<file path="config.mk">
export PLATFORM = sky130hd
export DESIGN_NAME = uart_status_tx
export DESIGN_NICKNAME = d
export VERILOG_FILES = /design/src/rtl/uart_status_tx.sv
export SDC_FILE = /design/constraint.sdc
export NUM_CORES = 1
export LEC_CHECK = 0
export BUFFER_PORTS_ARGS = -buffer_cell sky130_fd_sc_hd__buf_2
export CAP_MARGIN = 0
export CELL_PAD_IN_SITES_DETAIL_PLACEMENT = 0
export CELL_PAD_IN_SITES_GLOBAL_PLACEMENT = 1
export CORE_UTILIZATION = 44
export CTS_BUF_LIST = sky130_fd_sc_hd__clkbuf_4 sky130_fd_sc_hd__clkbuf_8 sky130_fd_sc_hd__clkbuf_16
export DETAILED_ROUTE_END_ITERATION = 8
export PLACE_DENSITY = 0.84
export SLEW_MARGIN = 20
export SYNTH_ARGS = -nofsm -noshare
export SYNTH_HDL_FRONTEND = slang
export SYNTH_SLANG_ARGS = --single-unit
</file>
<file path="constraint.sdc">
create_clock -name clk -period 4.8 [get_ports clk]
set_input_delay 0.24 -clock clk [delete_from_list [all_inputs] [get_ports clk]]
set_output_delay 0.24 -clock clk [all_outputs]
set_load 0.01 [all_outputs]
</file>
<file path="src/rtl/uart_status_tx.sv">
`default_nettype none
// ============================================================================
// Module   : uart_status_tx
// Purpose  : Status reply transmitter for the glitch controller. On req_i it
//            snapshots the pulse configuration and pulser status, then sends
//            them as a fixed-format 8N1 frame on uart_tx_o.
// Options  : `define UART_STATUS_CHECKSUM_EN appends an XOR checksum byte
//            covering bytes 1..8. The frame is 10 bytes with it, 9 without.
// Revision : 1.0 - initial release
// ============================================================================
module uart_status_tx #(
  parameter int CLK_FREQ  = 50_000_000,
  parameter int BAUD_RATE = 115200
) (
  input  logic        clk,
  input  logic        rst,
  input  logic        req_i,
  input  logic [15:0] delay_i,
  input  logic [7:0]  width_i,
  input  logic [7:0]  num_pulses_i,
  input  logic [15:0] spacing_i,
  input  logic        en_i,
  input  logic        ready_i,
  output logic        uart_tx_o,
  output logic        busy_o,
  output logic        done_o
);

  // Bit period in clocks. It must be at least 2, so CNT_W is never zero.
  localparam int              CLKS_PER_BIT = CLK_FREQ / BAUD_RATE;
  localparam int              CNT_W        = $clog2(CLKS_PER_BIT);
  localparam logic [CNT_W-1:0] BAUD_LAST   = CNT_W'(CLKS_PER_BIT - 1);
  localparam logic [CNT_W-1:0] BAUD_ONE    = CNT_W'(1);

  localparam logic [7:0] SYNC_BYTE  = 8'h55;
  localparam logic [7:0] REPLY_ID   = 8'h50;

`ifdef UART_STATUS_CHECKSUM_EN
  localparam logic [3:0] LAST_BYTE  = 4'd9;
`else
  localparam logic [3:0] LAST_BYTE  = 4'd8;
`endif

  typedef enum logic [1:0] {
    S_IDLE  = 2'd0,
    S_START = 2'd1,
    S_DATA  = 2'd2,
    S_STOP  = 2'd3
  } state_t;

  state_t           state_q;
  logic [CNT_W-1:0] baud_q;
  logic [2:0]       bit_q;
  logic [3:0]       byte_q;

  // Snapshot taken at request time; the whole frame is served from here.
  logic [15:0]      delay_q;
  logic [7:0]       width_q;
  logic [7:0]       num_pulses_q;
  logic [15:0]      spacing_q;
  logic             en_q;
  logic             ready_q;

  logic             tx_q;
  logic             busy_q;
  logic             done_q;

  logic [7:0]       cur_byte;
  logic [7:0]       status_byte;
  logic [2:0]       next_bit;
  logic             baud_end;

  assign status_byte = {6'b000000, ready_q, en_q};
  assign next_bit    = bit_q + 3'd1;
  assign baud_end    = (baud_q == BAUD_LAST);

`ifdef UART_STATUS_CHECKSUM_EN
  logic [7:0] checksum;

  // XOR of every byte after the sync byte.
  always_comb begin
    checksum = REPLY_ID ^ delay_q[15:8] ^ delay_q[7:0] ^ width_q ^
               num_pulses_q ^ spacing_q[15:8] ^ spacing_q[7:0] ^ status_byte;
  end
`endif

  // Select the frame byte currently being shifted out.
  always_comb begin
    cur_byte = 8'h00;
    case (byte_q)
      4'd0:    cur_byte = SYNC_BYTE;
      4'd1:    cur_byte = REPLY_ID;
      4'd2:    cur_byte = delay_q[15:8];
      4'd3:    cur_byte = delay_q[7:0];
      4'd4:    cur_byte = width_q;
      4'd5:    cur_byte = num_pulses_q;
      4'd6:    cur_byte = spacing_q[15:8];
      4'd7:    cur_byte = spacing_q[7:0];
      4'd8:    cur_byte = status_byte;
`ifdef UART_STATUS_CHECKSUM_EN
      4'd9:    cur_byte = checksum;
`endif
      default: cur_byte = 8'h00;
    endcase
  end

  // Frame sequencer: the line level, busy and done are all set on the same
  // edge as the state change so they stay aligned with the state.
  always_ff @(posedge clk) begin
    if (rst) begin
      state_q      <= S_IDLE;
      baud_q       <= '0;
      bit_q        <= 3'd0;
      byte_q       <= 4'd0;
      delay_q      <= 16'h0000;
      width_q      <= 8'h00;
      num_pulses_q <= 8'h00;
      spacing_q    <= 16'h0000;
      en_q         <= 1'b0;
      ready_q      <= 1'b0;
      tx_q         <= 1'b1;
      busy_q       <= 1'b0;
      done_q       <= 1'b0;
    end else begin
      done_q <= 1'b0;
      case (state_q)
        S_IDLE: begin
          tx_q   <= 1'b1;
          busy_q <= 1'b0;
          if (req_i) begin
            delay_q      <= delay_i;
            width_q      <= width_i;
            num_pulses_q <= num_pulses_i;
            spacing_q    <= spacing_i;
            en_q         <= en_i;
            ready_q      <= ready_i;
            byte_q       <= 4'd0;
            bit_q        <= 3'd0;
            baud_q       <= '0;
            tx_q         <= 1'b0;
            busy_q       <= 1'b1;
            state_q      <= S_START;
          end
        end

        S_START: begin
          if (baud_end) begin
            baud_q  <= '0;
            bit_q   <= 3'd0;
            tx_q    <= cur_byte[0];
            state_q <= S_DATA;
          end else begin
            baud_q <= baud_q + BAUD_ONE;
          end
        end

        S_DATA: begin
          if (baud_end) begin
            baud_q <= '0;
            if (bit_q == 3'd7) begin
              tx_q    <= 1'b1;
              state_q <= S_STOP;
            end else begin
              bit_q <= next_bit;
              tx_q  <= cur_byte[next_bit];
            end
          end else begin
            baud_q <= baud_q + BAUD_ONE;
          end
        end

        S_STOP: begin
          if (baud_end) begin
            baud_q <= '0;
            if (byte_q == LAST_BYTE) begin
              // Last stop bit finished: one idle-high cycle flagged by done.
              tx_q    <= 1'b1;
              busy_q  <= 1'b0;
              done_q  <= 1'b1;
              state_q <= S_IDLE;
            end else begin
              // Next start bit follows the stop bit with no gap.
              byte_q  <= byte_q + 4'd1;
              tx_q    <= 1'b0;
              state_q <= S_START;
            end
          end else begin
            baud_q <= baud_q + BAUD_ONE;
          end
        end

        default: begin
          state_q <= S_IDLE;
          tx_q    <= 1'b1;
          busy_q  <= 1'b0;
        end
      endcase
    end
  end

  assign uart_tx_o = tx_q;
  assign busy_o    = busy_q;
  assign done_o    = done_q;

endmodule
`default_nettype wire

</file>
==> results of run 1 <==
==> placed cells by master (no fill, tap or decap), types with 2 or more instances in the layout <==
master / n
sky130_fd_sc_hd__a211oi_1: 2
sky130_fd_sc_hd__a21oi_1: 68
sky130_fd_sc_hd__a21oi_2: 2
sky130_fd_sc_hd__a221oi_1: 4
sky130_fd_sc_hd__a222oi_1: 5
sky130_fd_sc_hd__a22oi_1: 7
sky130_fd_sc_hd__a311oi_1: 5
sky130_fd_sc_hd__a31oi_1: 2
sky130_fd_sc_hd__and2_2: 2
sky130_fd_sc_hd__and3_1: 5
sky130_fd_sc_hd__buf_2: 55
sky130_fd_sc_hd__buf_4: 2
sky130_fd_sc_hd__clkbuf_4: 2
sky130_fd_sc_hd__clkbuf_8: 11
sky130_fd_sc_hd__clkinv_2: 2
sky130_fd_sc_hd__dfxtp_1: 71
sky130_fd_sc_hd__ha_1: 12
sky130_fd_sc_hd__inv_1: 6
sky130_fd_sc_hd__mux2_2: 4
sky130_fd_sc_hd__nand2_1: 117
sky130_fd_sc_hd__nand2b_1: 7
sky130_fd_sc_hd__nand3_1: 5
sky130_fd_sc_hd__nand4_1: 3
sky130_fd_sc_hd__nor2_1: 27
sky130_fd_sc_hd__nor2b_1: 3
sky130_fd_sc_hd__nor3_1: 6
sky130_fd_sc_hd__nor3b_1: 4
sky130_fd_sc_hd__nor4_1: 2
sky130_fd_sc_hd__o211ai_1: 2
sky130_fd_sc_hd__o21ai_0: 11
sky130_fd_sc_hd__o31ai_1: 4
sky130_fd_sc_hd__or3_1: 2
==> through the flow <==
step	cell area, um2	total power [W]	util [%]	instances
global route	3830	0.00185	52.3	577
detailed placement	3650	0.00130	49.8	561
CTS	3830	0.00174	52.3	577
global placement	3650	0.00128	49.8	561
finish	3830	0.00172	52.3	577
floorplan	3380	0.00116	-	437
==> path summary, 6_finish.rpt <==
kind	endpoint	slack, ns
hold reg to reg	delay_q[14]	0.45
hold / removal	delay_q[15]	0.14
setup reg to reg	uart_tx_o	2.46
setup / recovery	uart_tx_o	2.46
==> cells by family after synthesis <==
family | synth area share [%]
XOR/XNOR | 0.519
flip-flops | 42.1
AND/OR/NAND/NOR | 25.0
AO/OA/AOI/OAI | 21.4
multiplexers | 1.63
buffers and inverters | 4.86
adder cells (fa/ha/maj) | 4.45
==> power breakdown <==
part           switching, W  internal, W  total [W]
clock network      0.000213     0.000226   0.000439
registers         0.0000714     0.000689   0.000760
logic              0.000336     0.000186   0.000522
==> registers in the layout, indices dropped and copies added, names as in the netlist <==
name and flops:
bit_q 3, num_pulses_q 8, en_q 1, baud_q 9, delay_q 16, width_q 8
byte_q 4, uart_tx_o 1, ready_q 1, spacing_q 16, state_q 2, busy_o 1
done_o 1
==> layout make-up <==
class                   instances  share of cell area [%]
inverters                       6                   0.587
well taps                      99                    3.23
clock inverters                 3                   0.457
multi-input cells             328                    46.7
repair buffers                 57                    7.57
flip-flops and latches         71                    37.1
clock buffers                  13                    4.34
==> worst register-to-register path: cells and delay by family, from the launching register on <==
family / cells / cell delay (ns)
flops: 1 / 0.39
fa+ha+maj: 1 / 0.36
buf+inv: 1 / 0.10
compound gates: 6 / 1.36
==> layer usage <==
layer | share of wire (%) | up-vias | global-route usage (%)
li1 | - | 1583 | -
met1 | 47 | 1372 | 30.7
met2 | 45 | 95 | 33.3
met3 | 6.4 | 6 | 3.93
met4 | 1.0 | 0 | 8.80
met5 | 0 | - | 0
==> flow_metrics.env, run 1 <==
export IMPL_run_status="complete, no violations"
export IMPL_grt_start_max_net_pins=71
export IMPL_power_leakage_nw=1.49
export IMPL_synth_seq_cells=71
export IMPL_finalSetupTns_ns=0
export IMPL_post_route_drc_count=0
export IMPL_setup_slack_ns=2.46
export IMPL_wl_per_cell_um=14.2
export IMPL_groute_usage_overall_pct=21.9
export IMPL_timing_slew_headroom_pct=38.5
export IMPL_global_route_wire_length_before_repair_um=13200
export IMPL_hold_path_class="input port to flip-flop"
export IMPL_antennaDiodeCount=0
export IMPL_floorplan_core_area_mm2=0.00733
export IMPL_unrepaired_setup_endpoints_after_global_routing="no"
export IMPL_drtPass1Iterations=4
export IMPL_yosys_most_used_dff="sky130_fd_sc_hd__dfxtp_1"
export IMPL_design_final_nets=538
export IMPL_netlist_top_cells_area="sky130_fd_sc_hd__dfxtp_1, sky130_fd_sc_hd__nand2_1, sky130_fd_sc_hd__a21oi_1"
export IMPL_gpl_final_weighted_congestion=0.862
export IMPL_yosysWarningCount=0
export IMPL_multi_input_comb_area_mm2=0.00179
export IMPL_tritoncts_num_buffers=9
export IMPL_post_cts_hold_buffer_count=0
export IMPL_report_final_hold_viol_count=0
export IMPL_critical_path_data_arrival_time_ns=2.55
export IMPL_vdd_ir_drop_worst_mv=0.241
export IMPL_register_area_mm2=0.00142
export IMPL_htree_levels=3
export IMPL_min_delay_path_depth=3
export IMPL_synthesized_netlist_cell_count=437
export IMPL_critical_path_max_fanout=13
export IMPL_cts_root_buffer="sky130_fd_sc_hd__clkbuf_8"
export IMPL_dr_first_iter_drc_count=180
export IMPL_power_density_of_the_placed_cells_mw_per_mm2=449
export IMPL_holdCritStartpoint="delay_i[15]"
export IMPL_min_period_over_period_pct=48.7
export IMPL_totalWireLength_um=8190
export IMPL_remaining_number_of_nets_flagged_by_the_antenna_check_after_routing=0
export IMPL_edff_count_synth=0
export IMPL_worst_path_largest_cell_delay_ns=0.41
export IMPL_post_synth_instance_area_mm2=0.00338
export IMPL_syn_nets=502
export IMPL_fin_hold_ws_ns=0.137
export IMPL_dp_hpwl_um=5640
export IMPL_area_growth_pct=13.6
export IMPL_synth_top_cell_by_area="sky130_fd_sc_hd__dfxtp_1"
export IMPL_layout_drive_gt1_share_pct=18.2
export IMPL_worst_path_max_delay_cell="sky130_fd_sc_hd__a222oi_1"
export IMPL_initial_utilization_pct=46.0
export IMPL_tightestPinTransition_ns=0.923
export IMPL_synthesis_area_per_instance_um2=7.72
export IMPL_die_width_um=89.6
export IMPL_postSynth_asyncResetShare_pct=0
export IMPL_most_frequent_cells_after_synthesis="sky130_fd_sc_hd__nand2_1, sky130_fd_sc_hd__dfxtp_1, sky130_fd_sc_hd__a21oi_1"
export IMPL_cts_reportedPaths_clkPinSlew_ns=0.07
export IMPL_worst_path_dominant_cell_family="compound AO/OA/AOI/OAI gates"
export IMPL_critical_path_cell_count=8
export IMPL_rr_worst_depth=8
export IMPL_design_die_area_mm2=0.00803
export IMPL_period_minus_slack_ns=2.34
export IMPL_slew_violations=0
export IMPL_cts_num_sinks=71
export IMPL_clk_path_buf_depth=2
export IMPL_pre_cts_slack_ns=2.49
export IMPL_synthMostInstantiatedCell="sky130_fd_sc_hd__nand2_1"
export IMPL_startpoint="byte_q[0]"
export IMPL_synth_largest_type_area_fraction_pct=42.1
export IMPL_crit_path_cell_trace="inv_1, ha_1, a222oi_1, a311oi_1, a211oi_2, o211ai_1, a221oi_2, o31ai_1"
export IMPL_timing_worst_setup_path_type="flip-flop to flip-flop"
export IMPL_setup_viol_count_final=0
export IMPL_total_vias_in_the_final_route=3056
export IMPL_worst_path_buf_inv=1
export IMPL_post_cts_resized_instances=0
export IMPL_crit_reg2reg_launch="byte_q[0]"
export IMPL_synth_lib_cells_used_distinct=49
export IMPL_tritoncts="built"
export IMPL_buffer_ports_inserted=55
export IMPL_grt_pass1_vias=2740
export IMPL_max_freq_mhz=428
export IMPL_yosysSeqAreaShare_pct=42.1
export IMPL_grt_antenna_before_repair=0
export IMPL_fillerInstances=722
export IMPL_cp_required_ns=5.01
export IMPL_drv_max_cap_violation_count=0
export IMPL_final_setup_skew_ns=0.00646
export IMPL_floorplan_die_height_um=89.6
export IMPL_cp_end_kind="flip-flop"
export IMPL_vias_per_cell=5.30
export IMPL_gr_total_overflow=0
export IMPL_post_cts_setup_driven_buffer_insertion_count=0
export IMPL_worst_setup_path_start_kind="flip-flop"
export IMPL_core_rowCount=31
export IMPL_ioPinCount=56
export IMPL_insertion_delay_ns=0.33
Power figures use the tool's default switching activity.
==> run 2: changes to the inputs <==
CORE_UTILIZATION = 37   (was 44)
PLACE_DENSITY = 0.76   (was 0.84)
clock period = 1.9 ns   (was 4.8 ns; I/O delays follow)
==> flow_metrics.env, run 2 (synthesis gave the netlist of run 1 again) <==
export IMPL_hold_path_end="delay_q[4]"
export IMPL_unrepaired_setup_endpoints_after_global_routing="yes"
export IMPL_setup_slack_ns=-0.0148
export IMPL_post_route_drc_count=0
export IMPL_clock_power_share_pct=27.1
export IMPL_power_switching_w=0.00167
export IMPL_initial_utilization_pct=38.5
export IMPL_report_final_hold_viol_count=0
export IMPL_design_die_area_mm2=0.00951
export IMPL_mostFrequentLayoutCells="sky130_fd_sc_hd__nand2_1, sky130_fd_sc_hd__a21oi_1, sky130_fd_sc_hd__dfxtp_1"
export IMPL_cts_root_buffer="sky130_fd_sc_hd__clkbuf_8"
export IMPL_final_common_cell="sky130_fd_sc_hd__nand2_1"
export IMPL_worst_path_largest_cell_delay_ns=0.41
export IMPL_min_delay_path_depth=3
export IMPL_slew_violations=0
export IMPL_seq_power_share_pct=39.6
export IMPL_power_leakage_nw=1.85
export IMPL_ioPinCount=56
export IMPL_gpl_final_weighted_congestion=0.906
export IMPL_max_freq_mhz=522
export IMPL_dp_hpwl_um=6210
export IMPL_post_layout_utilization_of_the_core_pct=52.8
export IMPL_floorplan_die_height_um=97.5
export IMPL_insertion_delay_ns=0.35
export IMPL_cp_end_kind="flip-flop"
export IMPL_antennaDiodeCount=0
export IMPL_htree_levels=3
export IMPL_fillerInstances=848
export IMPL_layout_drive_gt1_share_pct=23.6
export IMPL_intPower_w=0.00321
export IMPL_gr_total_overflow=0
export IMPL_clk_path_buf_depth=2
export IMPL_area_growth_pct=37.2
export IMPL_cts_reportedPaths_clkPinSlew_ns=0.08
export IMPL_rr_worst_depth=8
export IMPL_worst_path_max_delay_cell="sky130_fd_sc_hd__dfxtp_4"
export IMPL_rrSetupSlack_ns=-0.01
export IMPL_tightestPinTransition_ns=0.625
export IMPL_remaining_number_of_nets_flagged_by_the_antenna_check_after_routing=0
export IMPL_period_minus_slack_ns=1.91
export IMPL_run_status="finished with violations"
export IMPL_sw_share_pct=34.3
export IMPL_post_route_cell_area_mm2=0.00463
export IMPL_drv_max_cap_violation_count=0
export IMPL_grt_start_max_net_pins=41
export IMPL_cts_num_sinks=71
export IMPL_placedInstanceArea_mm2=0.00390
export IMPL_share_comb_of_total_power_pct=33.2
export IMPL_cp_required_ns=2.12
export IMPL_critical_path_max_fanout=4
export IMPL_crit_path_cell_trace="inv_4, ha_4, a222oi_1, a311oi_1, a211oi_2, o211ai_1, a221oi_2, o31ai_1"
export IMPL_worst_setup_path_start_kind="flip-flop"
export IMPL_global_route_wire_length_before_repair_um=15200
export IMPL_die_width_um=97.5
export IMPL_r2r_end="uart_tx_o"
export IMPL_floorplan_core_area_mm2=0.00876
export IMPL_setup_viol_count_final=1
export IMPL_min_period_over_period_pct=101
export IMPL_timing_slew_headroom_pct=58.4
export IMPL_global_route_usage_met2_pct=31.8
export IMPL_violated_checks="negative setup slack"
export IMPL_wl_per_cell_um=13.5
export IMPL_fin_hold_ws_ns=0.00470
export IMPL_design_final_nets=610
export IMPL_final_setup_skew_ns=0.00976
export IMPL_crit_reg2reg_launch="byte_q[0]"
export IMPL_groute_usage_overall_pct=19.5
export IMPL_hold_path_class="input port to flip-flop"
export IMPL_totalWireLength_um=8900
export IMPL_dr_first_iter_drc_count=133
export IMPL_power_density_of_the_placed_cells_mw_per_mm2=1050
export IMPL_vias_per_cell=5.08
export IMPL_use_met3_pct=4.32
export IMPL_busiest_layer="met2"
export IMPL_timing_worst_setup_path_type="flip-flop to flip-flop"
export IMPL_tritoncts_num_buffers=9
export IMPL_tritoncts="built"
export IMPL_finalSetupTns_ns=-0.0148
export IMPL_reg_top3="delay_q x16, spacing_q x16, baud_q x9"
export IMPL_buffer_ports_inserted=55
export IMPL_drtPass1Iterations=4
export IMPL_gr_usage_met1_pct=25.7
export IMPL_grt_antenna_before_repair=0
export IMPL_grt_pass1_vias=3254
export IMPL_vdd_ir_drop_worst_mv=0.380
export IMPL_critical_path_data_arrival_time_ns=2.14
export IMPL_total_vias_in_the_final_route=3341
export IMPL_core_rowCount=34
export IMPL_holdCritStartpoint="delay_i[4]"
==> run 2: cell count changes in the layout (fill, tap and decap cells not counted), sizes merged <==
cell,delta
dlygate4sd3,+42
buf,+30
clkbuf,-4
bufinv,+2
clkinv,+1
clkinvlp,+1
==> run 2: worst max path at each step <==
stage | from | depth (start not counted) | to
after detailed placement | byte_q[0] | 8 | uart_tx_o
after global routing | byte_q[1] | 9 | uart_tx_o
after CTS | byte_q[1] | 9 | uart_tx_o
final | byte_q[0] | 8 | uart_tx_o
after floorplan | byte_q[1] | 9 | uart_tx_o
after global placement | byte_q[0] | 8 | uart_tx_o
==> run 2: repair_timing <==
item,4_1_cts,5_1_grt
resized for setup,8,12
buffers inserted,1,2
setup endpoints to repair,2,6
hold buffers,42,0
endpoints found under the hold margin,42,0
pin swaps,5,11
==> run 2: power groups by stage <==
stage | combinational (W) | sequential, W | clock (W)
2_1_floorplan | 0.00105 | 0.00189 | 0
3_3_place_gp | 0.00150 | 0.00196 | 0
3_5_place_dp | 0.00153 | 0.00196 | 0
4_1_cts | 0.00160 | 0.00192 | 0.00135
5_1_grt | 0.00184 | 0.00196 | 0.00142
6_report | 0.00162 | 0.00193 | 0.00132
==> run 2: worst max-delay path: cells and delay by family, from the launching register on <==
| kind | cells | cell delay (ns) |
|---|---|---|
| buffers and inverters | 1 | 0.06 |
| DFF | 1 | 0.41 |
| adders and majority gates | 1 | 0.16 |
| AOI/OAI and AO/OA | 6 | 1.18 |
==> run 2: routing by layer <==
| metal | vias to the layer above | routed length, um |
|---|---|---|
| met5 | - | 0 |
| li1 | 1728 | - |
| met4 | 0 | 142 |
| met2 | 71 | 4220 |
| met3 | 11 | 359 |
| met1 | 1531 | 4170 |
==> run 2: layout make-up <==
| cell class | instances | area [um2] | share of cell area, % |
|---|---|---|---|
| Clock buffer | 9 | 124 | 2.67 |
| Inverter | 6 | 25.0 | 0.540 |
| Multi-Input combinational cell | 328 | 1840 | 39.8 |
| Timing Repair Buffer | 129 | 977 | 21.1 |
| Tap cell | 108 | 135 | 2.92 |
| Sequential cell | 71 | 1430 | 30.9 |
| Clock inverter | 7 | 97.6 | 2.11 |
==> run 2: through the flow <==
stage	instances	setup WS, ns	total power [W]
after floorplan	437	0.0295	0.00293
after global placement	597	-0.0695	0.00346
after detailed placement	597	-0.127	0.00349
after CTS	656	-0.0400	0.00487
after global routing	658	-0.163	0.00523
final	658	-0.0148	0.00488
